`src/rtl/uart_tx_cfg.sv`:
```
// Configurable UART transmitter.
// Data width is fixed at elaboration. Parity mode, stop-bit count and baud
// divisor are sampled when a byte is accepted on the valid/ready handshake.
// Every output is a flop, fed from the next-state values.
module uart_tx_cfg #(
    parameter int DATA_BITS   = 8,
    parameter int DIV_WIDTH   = 16,
    parameter int DEFAULT_DIV = 433
) (
    input  logic                 clk,
    input  logic                 rst_n,
    input  logic [DATA_BITS-1:0] tx_data,
    input  logic                 tx_valid,
    output logic                 tx_ready,
    input  logic [1:0]           parity_mode,
    input  logic                 stop_bits,
    input  logic [DIV_WIDTH-1:0] baud_div,
    output logic                 tx_busy,
    output logic                 tx_done,
    output logic                 serial_txd
);

    localparam int IDX_W = (DATA_BITS > 1) ? $clog2(DATA_BITS) : 1;
    localparam logic [IDX_W-1:0] LAST_IDX = IDX_W'(DATA_BITS - 1);

    typedef enum logic [2:0] {
        ST_IDLE   = 3'd0,
        ST_START  = 3'd1,
        ST_DATA   = 3'd2,
        ST_PARITY = 3'd3,
        ST_STOP   = 3'd4
    } state_t;

    // Parity bit for the given data: odd mode inverts the XOR reduction.
    function automatic logic parity_bit(input logic [DATA_BITS-1:0] data,
                                        input logic [1:0]           mode);
        logic x;
        x = ^data;
        if (mode == 2'b01) begin
            parity_bit = ~x;
        end else begin
            parity_bit = x;
        end
    endfunction

    // Only the odd and even codes add a parity bit; 00 and 11 both mean none.
    function automatic logic parity_on(input logic [1:0] mode);
        parity_on = (mode == 2'b01) || (mode == 2'b10);
    endfunction

    // Frame state and counters
    state_t                 state_r;
    logic [DIV_WIDTH-1:0]   baud_cnt_r;
    logic [IDX_W-1:0]       bit_idx_r;
    logic                   stop_cnt_r;

    // Frame configuration captured at accept
    logic [DATA_BITS-1:0]   data_r;
    logic [1:0]             mode_r;
    logic                   stop2_r;
    logic [DIV_WIDTH-1:0]   div_r;

    // Next-state values
    state_t                 state_s;
    logic [DIV_WIDTH-1:0]   baud_cnt_s;
    logic [IDX_W-1:0]       bit_idx_s;
    logic                   stop_cnt_s;
    logic                   accept_s;
    logic                   tc_s;
    logic                   last_s;
    logic                   txd_s;
    logic                   ready_s;
    logic                   busy_s;

    // Next-state and counter logic; counters only advance on terminal count.
    always_comb begin
        accept_s   = tx_valid & tx_ready;
        tc_s       = (baud_cnt_r == div_r);
        state_s    = state_r;
        baud_cnt_s = baud_cnt_r;
        bit_idx_s  = bit_idx_r;
        stop_cnt_s = stop_cnt_r;
        case (state_r)
            ST_IDLE: begin
                if (accept_s) begin
                    state_s    = ST_START;
                    baud_cnt_s = {DIV_WIDTH{1'b0}};
                end else begin
                    state_s    = ST_IDLE;
                end
            end
            ST_START: begin
                if (tc_s) begin
                    state_s    = ST_DATA;
                    baud_cnt_s = {DIV_WIDTH{1'b0}};
                    bit_idx_s  = {IDX_W{1'b0}};
                end else begin
                    baud_cnt_s = baud_cnt_r + DIV_WIDTH'(1);
                end
            end
            ST_DATA: begin
                if (tc_s) begin
                    baud_cnt_s = {DIV_WIDTH{1'b0}};
                    if (bit_idx_r == LAST_IDX) begin
                        stop_cnt_s = 1'b0;
                        if (parity_on(mode_r)) begin
                            state_s = ST_PARITY;
                        end else begin
                            state_s = ST_STOP;
                        end
                    end else begin
                        bit_idx_s = bit_idx_r + IDX_W'(1);
                    end
                end else begin
                    baud_cnt_s = baud_cnt_r + DIV_WIDTH'(1);
                end
            end
            ST_PARITY: begin
                if (tc_s) begin
                    state_s    = ST_STOP;
                    baud_cnt_s = {DIV_WIDTH{1'b0}};
                    stop_cnt_s = 1'b0;
                end else begin
                    baud_cnt_s = baud_cnt_r + DIV_WIDTH'(1);
                end
            end
            ST_STOP: begin
                if (tc_s) begin
                    baud_cnt_s = {DIV_WIDTH{1'b0}};
                    if (stop_cnt_r == stop2_r) begin
                        // Final stop cycle: tx_ready is high, so a waiting
                        // byte starts the next frame with no idle gap.
                        stop_cnt_s = 1'b0;
                        if (accept_s) begin
                            state_s = ST_START;
                        end else begin
                            state_s = ST_IDLE;
                        end
                    end else begin
                        stop_cnt_s = 1'b1;
                    end
                end else begin
                    baud_cnt_s = baud_cnt_r + DIV_WIDTH'(1);
                end
            end
            default: begin
                state_s    = ST_IDLE;
                baud_cnt_s = {DIV_WIDTH{1'b0}};
                bit_idx_s  = {IDX_W{1'b0}};
                stop_cnt_s = 1'b0;
            end
        endcase
    end

    // Output values for the coming cycle, derived from the next state.
    // A STOP state is never entered on an accept edge, so the captured
    // configuration is valid wherever it is used here.
    always_comb begin
        last_s = (state_s == ST_STOP) && (baud_cnt_s == div_r) &&
                 (stop_cnt_s == stop2_r);
        busy_s  = (state_s != ST_IDLE);
        ready_s = (state_s == ST_IDLE) || last_s;
        case (state_s)
            ST_IDLE:   txd_s = 1'b1;
            ST_START:  txd_s = 1'b0;
            ST_DATA:   txd_s = data_r[bit_idx_s];
            ST_PARITY: txd_s = parity_bit(data_r, mode_r);
            ST_STOP:   txd_s = 1'b1;
            default:   txd_s = 1'b1;
        endcase
    end

    // State, counter and registered-output flops.
    always_ff @(posedge clk or negedge rst_n) begin
        if (!rst_n) begin
            state_r    <= ST_IDLE;
            baud_cnt_r <= {DIV_WIDTH{1'b0}};
            bit_idx_r  <= {IDX_W{1'b0}};
            stop_cnt_r <= 1'b0;
            serial_txd <= 1'b1;
            tx_ready   <= 1'b1;
            tx_busy    <= 1'b0;
            tx_done    <= 1'b0;
        end else begin
            state_r    <= state_s;
            baud_cnt_r <= baud_cnt_s;
            bit_idx_r  <= bit_idx_s;
            stop_cnt_r <= stop_cnt_s;
            serial_txd <= txd_s;
            tx_ready   <= ready_s;
            tx_busy    <= busy_s;
            tx_done    <= last_s;
        end
    end

    // Capture data and line configuration on accept; held for the frame.
    always_ff @(posedge clk or negedge rst_n) begin
        if (!rst_n) begin
            data_r  <= {DATA_BITS{1'b0}};
            mode_r  <= 2'b00;
            stop2_r <= 1'b0;
            div_r   <= DIV_WIDTH'(DEFAULT_DIV);
        end else if (accept_s) begin
            data_r  <= tx_data;
            mode_r  <= parity_mode;
            stop2_r <= stop_bits;
            div_r   <= baud_div;
        end else begin
            data_r  <= data_r;
            mode_r  <= mode_r;
            stop2_r <= stop2_r;
            div_r   <= div_r;
        end
    end

endmodule

```
`config.mk`:
```
export PLATFORM = sky130hd
export DESIGN_NAME = uart_tx_cfg
export DESIGN_NICKNAME = d
export VERILOG_FILES = /design/src/rtl/uart_tx_cfg.sv
export SDC_FILE = /design/constraint.sdc
export NUM_CORES = 1
export LEC_CHECK = 0
export ABC_AREA = 1
export BUFFER_PORTS_ARGS = -buffer_cell sky130_fd_sc_hd__buf_2
export CORE_MARGIN = 2
export CORE_UTILIZATION = 61
export CTS_BUF_LIST = sky130_fd_sc_hd__clkbuf_4 sky130_fd_sc_hd__clkbuf_8 sky130_fd_sc_hd__clkbuf_16
export DETAILED_ROUTE_END_ITERATION = 10
export GPL_TIMING_DRIVEN = 1
export PLACE_DENSITY = 0.82
export REMOVE_ABC_BUFFERS = 1
export SLEW_MARGIN = 15
export SYNTH_ARGS = -nofsm -noshare
export SYNTH_HDL_FRONTEND = slang
export SYNTH_SLANG_ARGS = --single-unit
```
`constraint.sdc`:
```
create_clock -name clk -period 5.2 [get_ports clk]
set_clock_uncertainty 0.15 [all_clocks]
set_input_delay 1.04 -clock clk [delete_from_list [all_inputs] [get_ports clk]]
set_output_delay 1.04 -clock clk [all_outputs]
set_load 0.03 [all_outputs]
```
==> Yosys cells after proc, flatten, opt, wreduce, memory -nomap -nowiden <==
Cells that the tools add are included.
{ "word_totals": {"regBits": 54, "inputBits": 30, "output_inout_bits": 4, "elab_cells": 69} }
{ "classes": {"addsub": 2, "n_lt_le_gt_ge": 1, "n_eq_ne": 15, "muxes": 26, "bitwise_logic": 2, "reduce_logical": 11} }
{ "op_table": {"columns": ["operator", "n"], "rows": [
  ["equality test 16 bit", 2],
  ["two-way mux 16 bit", 2],
  ["one-hot mux 16 bit (2 select lines)", 1],
  ["two-way mux 3 bit", 10],
  ["adder 16 x 1 -> 16 bit (second input constant)", 1],
  ["one-hot mux 3 bit (5 select lines)", 1],
  ["equality test 3 x 2 -> 1 bit (second input constant)", 4],
  ["equality test 3 bit (second input constant)", 3],
  ["one-hot mux 3 bit (3 select lines)", 1],
  ["two-way mux 1 bit", 8],
  ["parity 8 bit", 1],
  ["equality test 3 x 1 -> 1 bit (second input constant)", 2],
  ["logical NOT 3 bit", 2],
  ["< comparator 3 x 4 -> 1 bit (second input constant)", 1],
  ["one-hot mux 1 bit (4 select lines)", 1],
  ["OR reduction 4 bit", 1],
  ["adder 3 x 1 -> 3 bit (second input constant)", 1],
  ["binary-select mux 1 bit (select 3 bit)", 1],
  ["one-hot mux 1 bit (3 select lines)", 1],
  ["nonzero test 3 bit", 1],
  ["OR reduction 3 bit", 1],
  ["equality test 1 bit", 2],
  ["equality test 2 x 1 -> 1 bit (second input constant)", 1],
  ["equality test 2 bit (second input constant)", 1],
  ["other kinds (5)", 7]
]} }

==> Logic depth before layout (Yosys ltp) <==
Gate-level depths: netlist of run 1.
{ "logic_depth": {"ltp_word": 10, "ltp_mapped": 18} }

==> Least setup slack after synthesis of run 1 <==
OpenSTA, ideal clock, no wires.
{ "synth_timing": {"path_type": "input port to flip-flop", "start": "input tx_valid", "end": "register div_r[10]", "setup_ps": 133, "t_arrival_ps": 2135, "required_time_ps": 4917, "setup_slack_ps": 2782, "path_stages": 5, "path_buffers": 3, "path_cell_list": "nand2_1 > clkbuf_1 > buf_1 > clkbuf_1 > a21oi_1"} }
{ "synth_between": {"elab_chain_cells": 1} }
{ "synth_lines": {"columns": ["item", "line", "text"], "rows": [
  ["start: declaration", "13", "input logic tx_valid,"],
  ["AND 1 bit", "77", "accept_s = tx_valid & tx_ready;"],
  ["end signal: assignment", "202", "div_r <= DIV_WIDTH'(DEFAULT_DIV);"],
  ["end signal: assignment", "207", "div_r <= baud_div;"],
  ["end signal: assignment", "212", "div_r <= div_r;"],
  ["end: declaration", "61", "logic [DIV_WIDTH-1:0] div_r;"]
]} }
Every way passes these cells.
A chain may end at the register's enable or synchronous reset.

==> Worst setup path after layout of run 1 <==
{ "layout_timing": {"start": "input tx_valid", "end": "register tx_done"} }
{ "layout_lines": {"columns": ["item", "line", "text"], "rows": [
  ["AND 1 bit", "77", null],
  ["two-way mux 16 bit", "85", "if (accept_s) begin"],
  ["one-hot mux 16 bit (2 select lines)", "83", "case (state_r)"],
  ["named net baud_cnt_s[2]", "65", "logic [DIV_WIDTH-1:0] baud_cnt_s;"],
  ["equality test 16 bit", "159", "last_s = (state_s == ST_STOP) && (baud_cnt_s == div_r) &&"],
  ["logical AND 1 bit (2 in series)", "159", null],
  ["named net last_s", "70", "logic last_s;"],
  ["end signal: assignment", "192", "tx_done <= last_s;"],
  ["end: declaration", "19", "output logic tx_done,"]
]} }
The timed path passes the listed nets, and every way through them passes these cells.

==> impl_metrics.py, run 1 <==
metrics = {
    "outcome": {
        "outcome": "completed",
    },
    "sta": {
        "worst_pin_slew_ns": 0.6841,
        "maxSlewHeadroom_pct": 54.39,
        "fin_crit_sh_pct": 55.97,
        "tns_ns": 0,
        "hold_viol_final": 0,
        "rsz0062_at_grt": "no",
        "setup_violations": 0,
        "finalMaxSlewViolations": 0,
        "timing.hold.ws_ns": 0.3796,
        "max_freq_mhz": 343.6,
        "fin_crit_ns": 2.911,
    },
    "critical_path": {
        "rrSetupSlack_ns": 2.56,
        "worstSetupStartpointType": "input pin",
        "cp-end-kind": "flip-flop",
        "path_class": "in2reg",
        "worstPathRequired_ns": 5.31,
        "arrival_ns": 3.02,
        "path_max_fanout": 48,
    },
    "cts": {
        "postCtsHoldBufs": 0,
        "post_cts_buffers": 0,
        "cts-root-buf": "clkbuf_8",
        "cts_resized": 0,
        "cts-htree-levels": 2,
        "cts.sinks": 54,
        "cts_buffers": 5,
        "cts_max_path_buffers": 2,
        "clk_latency_ns": 0.32,
        "clkTransAtPathRegs_ns": 0.11,
        "cts_tree": "yes",
    },
    "layout": {
        "area_growth_pct": 8.646,
        "layout-drive-gt1-share_pct": 19.56,
        "diodes": 0,
        "nNetsFinal": 579,
    },
    "yosys": {
        "yosysMostFrequentCell": "nand2_1",
        "synth_top_area_share_pct": 32.13,
        "synthesis.area_um2": 3661,
        "netlist-cell-type-count": 37,
        "synth.avg_cell_area_um2": 7.136,
        "synth_largest_area_cell": "dfrtp_1",
        "synthTopCellsByArea": "dfrtp_1, nand2_1, nand3_1",
        "yosys_register_bits": 54,
        "synth_ff_type": "dfrtp_1",
        "syn_inst": 513,
        "synthTopCellsByCount": "nand2_1, nor2_1, nand3_1",
        "synthArstFlopShare_pct": 100.0,
        "synth-edff-count": 0,
        "seq_area_frac_synth_pct": 37.15,
        "yosys_warnings": 0,
    },
    "floorplanning": {
        "rows": 28,
        "start_util_pct": 62.57,
        "fp.dieW_um": 81.47,
        "fp.dieH_um": 81.47,
        "dieArea_um2": 6637,
        "core-area_um2": 5851,
        "ios": 34,
    },
    "global_routing": {
        "grt_pass1_wl_mm": 14.03,
        "grt_overflow": 0,
        "grt_pass1_vias": 3008,
        "track_usage_pct": 27.32,
        "grt_max_degree": 55,
        "antenna_found_initial": 0,
    },
    "power_and_ir_drop": {
        "power_density_nw_per_um2": 175.8,
        "irDropWorstVdd_mv": 0.1386,
        "p_leak_nw": 2.091,
    },
    "routing": {
        "drtPass1Iterations": 5,
        "drt-initial-drc-count": 288,
        "wl_mm": 8.398,
        "route.detailed.wl_per_inst_um": 13.50,
        "drc": 0,
        "ant_nets": 0,
        "via_count": 3417,
        "via_per_inst": 5.494,
    },
    "placed_design": {
        "dp_hpwl_mm": 6.300,
        "place.gp.congestion": 0.9035,
        "port_buffers": 33,
    },
    "flow_run": {
        "drv_cap": 0,
    },
    "hold_path": {
        "holdCritPathClass": "reg2reg",
    },
}
## stage by stage
stage / cells / cell area [um^2] / power (mW) / util [%] / worst slack [ns]
after floorplan: 504 / 3603 / 0.4282 / - / 2.036
after global placement: 614 / 3880 / 0.4473 / 66.32 / 2.047
after detailed placement: 614 / 3880 / 0.4476 / 66.32 / 1.978
after CTS: 622 / 3978 / 0.7016 / 67.99 / 2.302
after global routing: 622 / 3978 / 0.7232 / 67.99 / 2.007
final: 622 / 3978 / 0.6992 / 67.99 / 2.289
## registers in the layout (all words and copies together), names as in the netlist
signal	cells
stop2_r	1
tx_ready	1
state_r	3
data_r	8
baud_cnt_r	16
mode_r	2
bit_idx_r	3
tx_done	1
tx_busy	1
serial_txd	1
div_r	16
stop_cnt_r	1
## cells by family (layout without fill, tap and decap cells)
logic type	count (synthesis)	in the layout	synth area share, %
multiplexers	10	10	3.042
buffers and inverters	70	104	7.826
AND/OR/NAND/NOR	328	328	42.69
adder cells (fa/ha/maj)	3	3	1.025
AO/OA/AOI/OAI	35	35	5.161
flip-flops	54	54	37.15
XOR/XNOR	13	13	3.110
## worst paths after layout
| kind | cells past startpoint | start | end |
|---|---|---|---|
| max | 15 | tx_valid | tx_done$_DFF_PN0_ |
| min | 2 | div_r[7]$_DFFE_PN1P_ | div_r[7]$_DFFE_PN1P_ |
| max reg2reg | 16 | div_r[4]$_DFFE_PN1P_ | tx_done$_DFF_PN0_ |
| min reg2reg | 2 | div_r[7]$_DFFE_PN1P_ | div_r[7]$_DFFE_PN1P_ |
| max in group asynchronous | 2 | rst_n | div_r[3]$_DFFE_PN0P_ |
| min in group asynchronous | 2 | rst_n | div_r[12]$_DFFE_PN0P_ |
## power breakdown
part,internal (mW),switching (mW),total (mW)
Clock,0.100,0.160,0.260
Sequential,0.420,0,0.420
Combinational,0.00808,0.0108,0.0189
Total,0.528,0.171,0.699
## cell usage in the layout, fill, tap and decap left out, drive strengths merged, types with 6 or more instances in the layout
master  count
inv        62
mux2        9
nand2     176
dfrtp      47
o21ai      12
nor2       64
nand3      59
nand4      17
a21oi      21
dfstp       7
xor2        8
nand3b      6
buf        35
## layer usage
metal	track usage (%)	vias up	share of wire (%)
li1	-	1708	-
met1	39.28	1569	47
met2	43.52	130	46
met3	3.846	10	5.4
met4	6.949	0	1.3
met5	0	-	0
## critical path, stage by stage
cell and delay, ns:
buf_2 0.10, nand2_2 0.05, buf_4 0.42, nand2_1 0.11, inv_1 0.40, nand2_1 0.17, nand2_1 0.15, nand2_1 0.07
nand2_1 0.06, nand2_1 0.05, nor2_1 0.08, nand3_1 0.07, nor2_1 0.08, nand3_1 0.07, nor2_1 0.09
## final cells by class
class | instances | area [um^2]
multi-input combinational | 389 | 2017
fill | 521 | 1873
sequential | 54 | 1360
inverter | 61 | 229.0
timing repair buffer | 35 | 180.2
tap | 75 | 93.84
clock buffer | 5 | 68.82
clock inverter | 3 | 28.78
Note: power is estimated with default switching activity, not from simulation.
==> run 2: changes to the inputs <==
--- a/config.mk
+++ b/config.mk
@@ -5,14 +5,14 @@
 export SDC_FILE = /design/constraint.sdc
 export NUM_CORES = 1
 export LEC_CHECK = 0
-export ABC_AREA = 1
+export ABC_AREA = 0
 export BUFFER_PORTS_ARGS = -buffer_cell sky130_fd_sc_hd__buf_2
 export CORE_MARGIN = 2
-export CORE_UTILIZATION = 61
+export CORE_UTILIZATION = 54
 export CTS_BUF_LIST = sky130_fd_sc_hd__clkbuf_4 sky130_fd_sc_hd__clkbuf_8 sky130_fd_sc_hd__clkbuf_16
 export DETAILED_ROUTE_END_ITERATION = 10
 export GPL_TIMING_DRIVEN = 1
-export PLACE_DENSITY = 0.82
+export PLACE_DENSITY = 0.76
 export REMOVE_ABC_BUFFERS = 1
 export SLEW_MARGIN = 15
 export SYNTH_ARGS = -nofsm -noshare
==> constraint.sdc (replaced) <==
create_clock -name clk -period 2.55 [get_ports clk]
set_clock_uncertainty 0.15 [all_clocks]
set_input_delay 0.51 -clock clk [delete_from_list [all_inputs] [get_ports clk]]
set_output_delay 0.51 -clock clk [all_outputs]
set_load 0.03 [all_outputs]
==> run 2 against run 1 <==
The run now ends with setup timing left; sequential power grew to 3.5 times the previous value; global-route usage grew 9.0 points; register-to-register slack lost 3.0 ns; sequential cell count is the same; via count grew 25%; power grew to 7.6 times the previous value; synthesized area grew 1.4%; first-iteration DRC count grew to 2.6 times the previous value; non-clock buffer count grew 138; largest cell class unchanged.
==> impl_metrics.py, run 2 <==
metrics = {
    "yosys": {
        "synth_largest_area_cell": "dfrtp_1",
        "yosys_warnings": 0,
        "synth_ff_type": "dfrtp_1",
        "synthArstFlopShare_pct": 100.0,
        "synth_top_area_share_pct": 31.68,
        "yosys_register_bits": 54,
        "yosysMostFrequentCell": "dfrtp_1",
        "synthTopCellsByArea": "dfrtp_1, mux2_2, dfstp_2",
        "seq_area_frac_synth_pct": 36.64,
        "synthTopCellsByCount": "dfrtp_1, nand2_1, o21ai_0",
        "synth-edff-count": 0,
        "synthesis.area_um2": 3712,
        "synth.avg_cell_area_um2": 8.989,
        "netlist-cell-type-count": 65,
        "syn_inst": 413,
    },
    "layout": {
        "final_cell_mix": "buf_4, dfrtp_1, nand2_1",
        "fin_area_um2": 5439,
        "stdcell_count": 643,
        "final_common_cell": "buf_4",
        "fill_cells": 403,
        "diodes": 0,
        "area_growth_pct": 46.51,
        "nNetsFinal": 595,
        "layout-drive-gt1-share_pct": 47.78,
        "fin_util_pct": 80.95,
        "reg.largest.list": "baud_cnt_r x16, div_r x16, data_r x8",
    },
    "global_routing": {
        "grt_pass1_vias": 4127,
        "grt_overflow": 0,
        "grt_max_degree": 32,
        "grt_pass1_wl_mm": 21.01,
        "antenna_found_initial": 0,
        "track_usage_pct": 36.37,
    },
    "floorplanning": {
        "ios": 34,
        "dieArea_um2": 7554,
        "rows": 30,
        "start_util_pct": 55.25,
        "core-area_um2": 6719,
        "fp.dieW_um": 86.92,
        "fp.dieH_um": 86.92,
    },
    "sta": {
        "worst_pin_slew_ns": 0.6489,
        "hold_viol_final": 0,
        "maxSlewHeadroom_pct": 56.06,
        "fin_crit_ns": 3.034,
        "tns_ns": -1.352,
        "setup_ws_ns": -0.4836,
        "finalMaxSlewViolations": 0,
        "setup_violations": 4,
        "fin_crit_sh_pct": 119.0,
        "rsz0062_at_grt": "yes",
        "max_freq_mhz": 329.6,
        "timing.hold.ws_ns": 0.04048,
    },
    "routing": {
        "wl_met2_mm": 6.329,
        "via_per_inst": 6.628,
        "drc": 0,
        "wl_mm": 14.01,
        "ant_nets": 0,
        "route.detailed.wl_per_inst_um": 21.78,
        "met1_length_mm": 5.365,
        "drtPass1Iterations": 9,
        "wl_met3_mm": 1.524,
        "top_layer_used": "met4",
        "via_count": 4262,
        "drt-initial-drc-count": 738,
    },
    "cts": {
        "clk_latency_ns": 0.32,
        "cts_max_path_buffers": 2,
        "postCtsHoldBufs": 0,
        "cts-htree-levels": 2,
        "clkTransAtPathRegs_ns": 0.11,
        "cts_tree": "yes",
        "cts.sinks": 54,
        "cts-root-buf": "clkbuf_8",
        "cts_buffers": 5,
    },
    "critical_path": {
        "worstSetupStartpointType": "flip-flop",
        "r2r-start": "div_r[0]$_DFFE_PN1P_",
        "startpoint": "div_r[0]$_DFFE_PN1P_",
        "cp-end-kind": "flip-flop",
        "worstPathRequired_ns": 2.65,
        "path_class": "reg2reg",
        "arrival_ns": 3.14,
        "path_max_fanout": 7,
    },
    "placed_design": {
        "pre_cts_ws_ns": -0.4618,
        "place.gp.congestion": 1.045,
        "place_area_um2": 4634,
        "port_buffers": 33,
        "post-place-cells": 600,
        "dp_hpwl_mm": 9.431,
    },
    "power_and_ir_drop": {
        "p_leak_nw": 2.362,
        "power_density_nw_per_um2": 977.1,
        "totalPowerFinal_mw": 5.314,
        "irDropWorstVdd_mv": 0.7642,
    },
    "hold_path": {
        "holdCritPathClass": "in2async",
    },
    "flow_run": {
        "drv_cap": 0,
    },
    "outcome": {
        "outcome": "finished, violations left",
        "violations": "setup timing",
    },
}
## run 2: timing repair
| action | in CTS | in global routing |
|---|---|---|
| resized for setup | 68 | 21 |
| setup endpoints to repair | 6 | 4 |
| buffers inserted | 30 | 6 |
| pin swaps | 43 | 16 |
| cloned | 1 | 0 |
## run 2: critical path: stages, from the launching register on
cell,delay [ns]
dfstp_2,0.58
xor2_2,0.09
nor4_4,0.39
nand4_1,0.25
buf_6,0.22
nand2_1,0.18
o211ai_1,0.20
xnor2_1,0.29
nand4_1,0.26
buf_4,0.22
o21ai_2,0.13
## run 2: final timing paths
kind / slack (ns) / cells after the start / to
max reg2reg: -0.48 / 10 / tx_ready$_DFF_PN1_
min in group clk: 0.24 / 3 / div_r[14]$_DFFE_PN0P_
max: -0.48 / 10 / tx_ready$_DFF_PN1_
min reg2reg: 0.41 / 1 / mode_r[0]$_DFFE_PN0P_
max in group asynchronous: 1.56 / 2 / div_r[7]$_DFFE_PN1P_
min: 0.04 / 1 / baud_cnt_r[5]$_DFF_PN0_
## run 2: power breakdown
group / switching (mW) / internal (mW)
Sequential: 0.284 / 1.19
Clock: 0.321 / 0.232
Combinational: 1.73 / 1.56
## run 2: cells by family after synthesis
kind of cell               count (synthesis)  synth area share [%]
buffers and inverters                     47                 5.494
xor gates and xnor gates                  33                 7.786
muxes                                     28                 8.291
AOI/OAI and AO/OA                        107                 21.50
adders and majority gates                  3                 1.011
and+or+nand+nor                          141                 19.28
DFF                                       54                 36.64
## run 2: final cells by class
class                      instances  area, um^2  share of cell area (%)
clock inverter                     2       20.02                  0.3681
clock buffer                       6       82.58                   1.518
sequential                        54        1365                   25.10
multi-input combinational        312        2504                   46.03
tap                               80       100.1                   1.840
inverter                          16       60.06                   1.104
timing repair buffer             173        1308                   24.04
## run 2: layer usage
layer  track usage [%]  vias to the layer above
li1                  -                     1814
met1             49.24                     2002
met2             55.93                      348
met3             7.962                       98
met4             16.19                        0
met5                 0                        -
==> run 3: changes to the inputs <==
--- a/config.mk
+++ b/config.mk
@@ -7,6 +7,7 @@
 export LEC_CHECK = 0
 export ABC_AREA = 0
 export BUFFER_PORTS_ARGS = -buffer_cell sky130_fd_sc_hd__buf_2
+export CORE_ASPECT_RATIO = 0.8
 export CORE_MARGIN = 2
 export CORE_UTILIZATION = 54
 export CTS_BUF_LIST = sky130_fd_sc_hd__clkbuf_4 sky130_fd_sc_hd__clkbuf_8 sky130_fd_sc_hd__clkbuf_16
==> run 3 against run 2 <==
The run still ends with setup timing left; sequential cell count is the same; sequential power barely moved; worst hold slack better by 0.0080 ns; cell count down 1.1%; wire length shrank 5.9%; first-iteration DRC count is 36% lower; sequential share of layout area is 0.66 points higher; setup slack improved by 0.069 ns.
==> impl_metrics.py, run 3 (synthesis gave the netlist of run 2 again) <==
metrics = {
    "layout": {
        "fin_util_pct": 78.22,
        "area_growth_pct": 42.37,
        "diodes": 0,
        "nNetsFinal": 581,
        "final_common_cell": "buf_4",
        "layout-drive-gt1-share_pct": 43.53,
        "seqCellArea_um2": 1361,
        "fill_cells": 469,
        "final_cell_mix": "buf_4, dfrtp_1, nand2_1",
        "reg.largest.list": "baud_cnt_r x16, div_r x16, data_r x8",
        "multi_input_area_um2": 2431,
    },
    "floorplanning": {
        "core-area_um2": 6756,
        "ios": 34,
        "start_util_pct": 54.94,
        "rows": 27,
        "fp.dieW_um": 96.70,
        "dieArea_um2": 7558,
        "fp.dieH_um": 78.16,
    },
    "critical_path": {
        "path_max_fanout": 7,
        "r2r-end": "tx_ready$_DFF_PN1_",
        "rrSetupSlack_ns": -0.41,
        "path_class": "reg2reg",
        "r2r-start": "div_r[4]$_DFFE_PN1P_",
        "arrival_ns": 3.07,
        "worstPathRequired_ns": 2.66,
        "worstSetupStartpointType": "flip-flop",
        "r2r_cells": 11,
        "cp-end-kind": "flip-flop",
    },
    "global_routing": {
        "antenna_found_initial": 0,
        "grt_pass1_wl_mm": 20.35,
        "grt_max_degree": 29,
        "met1_usage_pct": 49.11,
        "top_usage_layer": "met2",
        "track_usage_pct": 34.33,
        "grt_overflow": 0,
        "grt_pass1_vias": 3904,
        "grt_use_met2_pct": 53.33,
        "use_met3_pct": 7.836,
    },
    "routing": {
        "wl_mm": 13.17,
        "via_count": 3985,
        "route.detailed.wl_per_inst_um": 20.71,
        "ant_nets": 0,
        "via_per_inst": 6.266,
        "drt-initial-drc-count": 470,
        "drc": 0,
        "drtPass1Iterations": 6,
    },
    "sta": {
        "setup_ws_ns": -0.4148,
        "worst_pin_slew_ns": 0.6533,
        "max_freq_mhz": 337.3,
        "tns_ns": -1.236,
        "setup_violations": 4,
        "hold_viol_final": 0,
        "fin_crit_ns": 2.965,
        "fin_crit_sh_pct": 116.3,
        "finalMaxSlewViolations": 0,
        "timing.hold.ws_ns": 0.04850,
        "rsz0062_at_grt": "yes",
        "maxSlewHeadroom_pct": 56.45,
    },
    "outcome": {
        "violations": "setup timing",
        "outcome": "finished, violations left",
    },
    "placed_design": {
        "place.gp.congestion": 1.000,
        "port_buffers": 33,
        "pre_cts_ws_ns": -0.5252,
        "dp_hpwl_mm": 9.610,
    },
    "power_and_ir_drop": {
        "totalPowerFinal_mw": 5.035,
        "irDropWorstVdd_mv": 0.6586,
        "power_density_nw_per_um2": 952.8,
        "p_leak_nw": 2.294,
    },
    "cts": {
        "cts-htree-levels": 2,
        "cts_max_path_buffers": 2,
        "cts.sinks": 54,
        "cts_buffers": 5,
        "cts_tree": "yes",
        "clk_latency_ns": 0.32,
        "clkTransAtPathRegs_ns": 0.11,
        "postCtsHoldBufs": 0,
        "cts-root-buf": "clkbuf_8",
    },
    "hold_path": {
        "holdCritPathClass": "in2async",
    },
    "flow_run": {
        "drv_cap": 0,
    },
}
## run 3: worst max-delay path, stage by stage, from the launching register on
cell	delay (ns)
dfstp_2	0.59
xor2_4	0.10
nor4_4	0.31
buf_4	0.15
nand4_1	0.14
buf_6	0.20
buf_6	0.13
buf_16	0.13
a221oi_4	0.27
nand4_1	0.17
or3_1	0.43
o21ai_2	0.13
## run 3: cell type report
cell class	instances	share of cell area, %
inverter	16	1.136
multi-input combinational	312	46.00
clock buffer	5	1.302
sequential	54	25.76
tap	87	2.060
clock inverter	3	0.4025
timing repair buffer	159	23.34
## run 3: layer usage
metal  vias up  routed length, um
li1       1790                  -
met1      1924               5628
met2       241               5915
met3        30               1410
met4         0                220
met5         -                  0
## run 3: how the worst max path moves through the flow
stage	startpoint	to	slack [ns]
floorplan	tx_ready$_DFF_PN1_	tx_ready$_DFF_PN1_	-0.83
global placement	tx_valid	tx_ready$_DFF_PN1_	-0.52
detailed placement	baud_cnt_r[3]$_DFF_PN0_	serial_txd$_DFF_PN1_	-0.53
CTS	div_r[4]$_DFFE_PN1P_	tx_ready$_DFF_PN1_	-0.32
global route	div_r[4]$_DFFE_PN1P_	tx_done$_DFF_PN0_	-0.52
finish	div_r[4]$_DFFE_PN1P_	tx_ready$_DFF_PN1_	-0.41
## run 3: metrics by stage
step	cell area (um^2)	std cells
3_3_place_gp	4728	615
5_1_grt	5285	636
4_1_cts	5074	629
2_1_floorplan	3568	382
6_report	5285	636
3_5_place_dp	4728	615
## run 3: power by group
part           internal [mW]  switching (mW)  leakage, nW
Clock                  0.194           0.314       0.0441
Sequential              1.19           0.264        0.666
Combinational           1.43            1.64         1.58
Total                   2.82            2.22         2.29
## run 3: timing repair
item / in CTS / in global routing
resized for setup: 32 / 33
gates cloned: 1 / 0
setup endpoints to repair: 6 / 9
pin swaps: 9 / 16
buffers inserted: 6 / 10
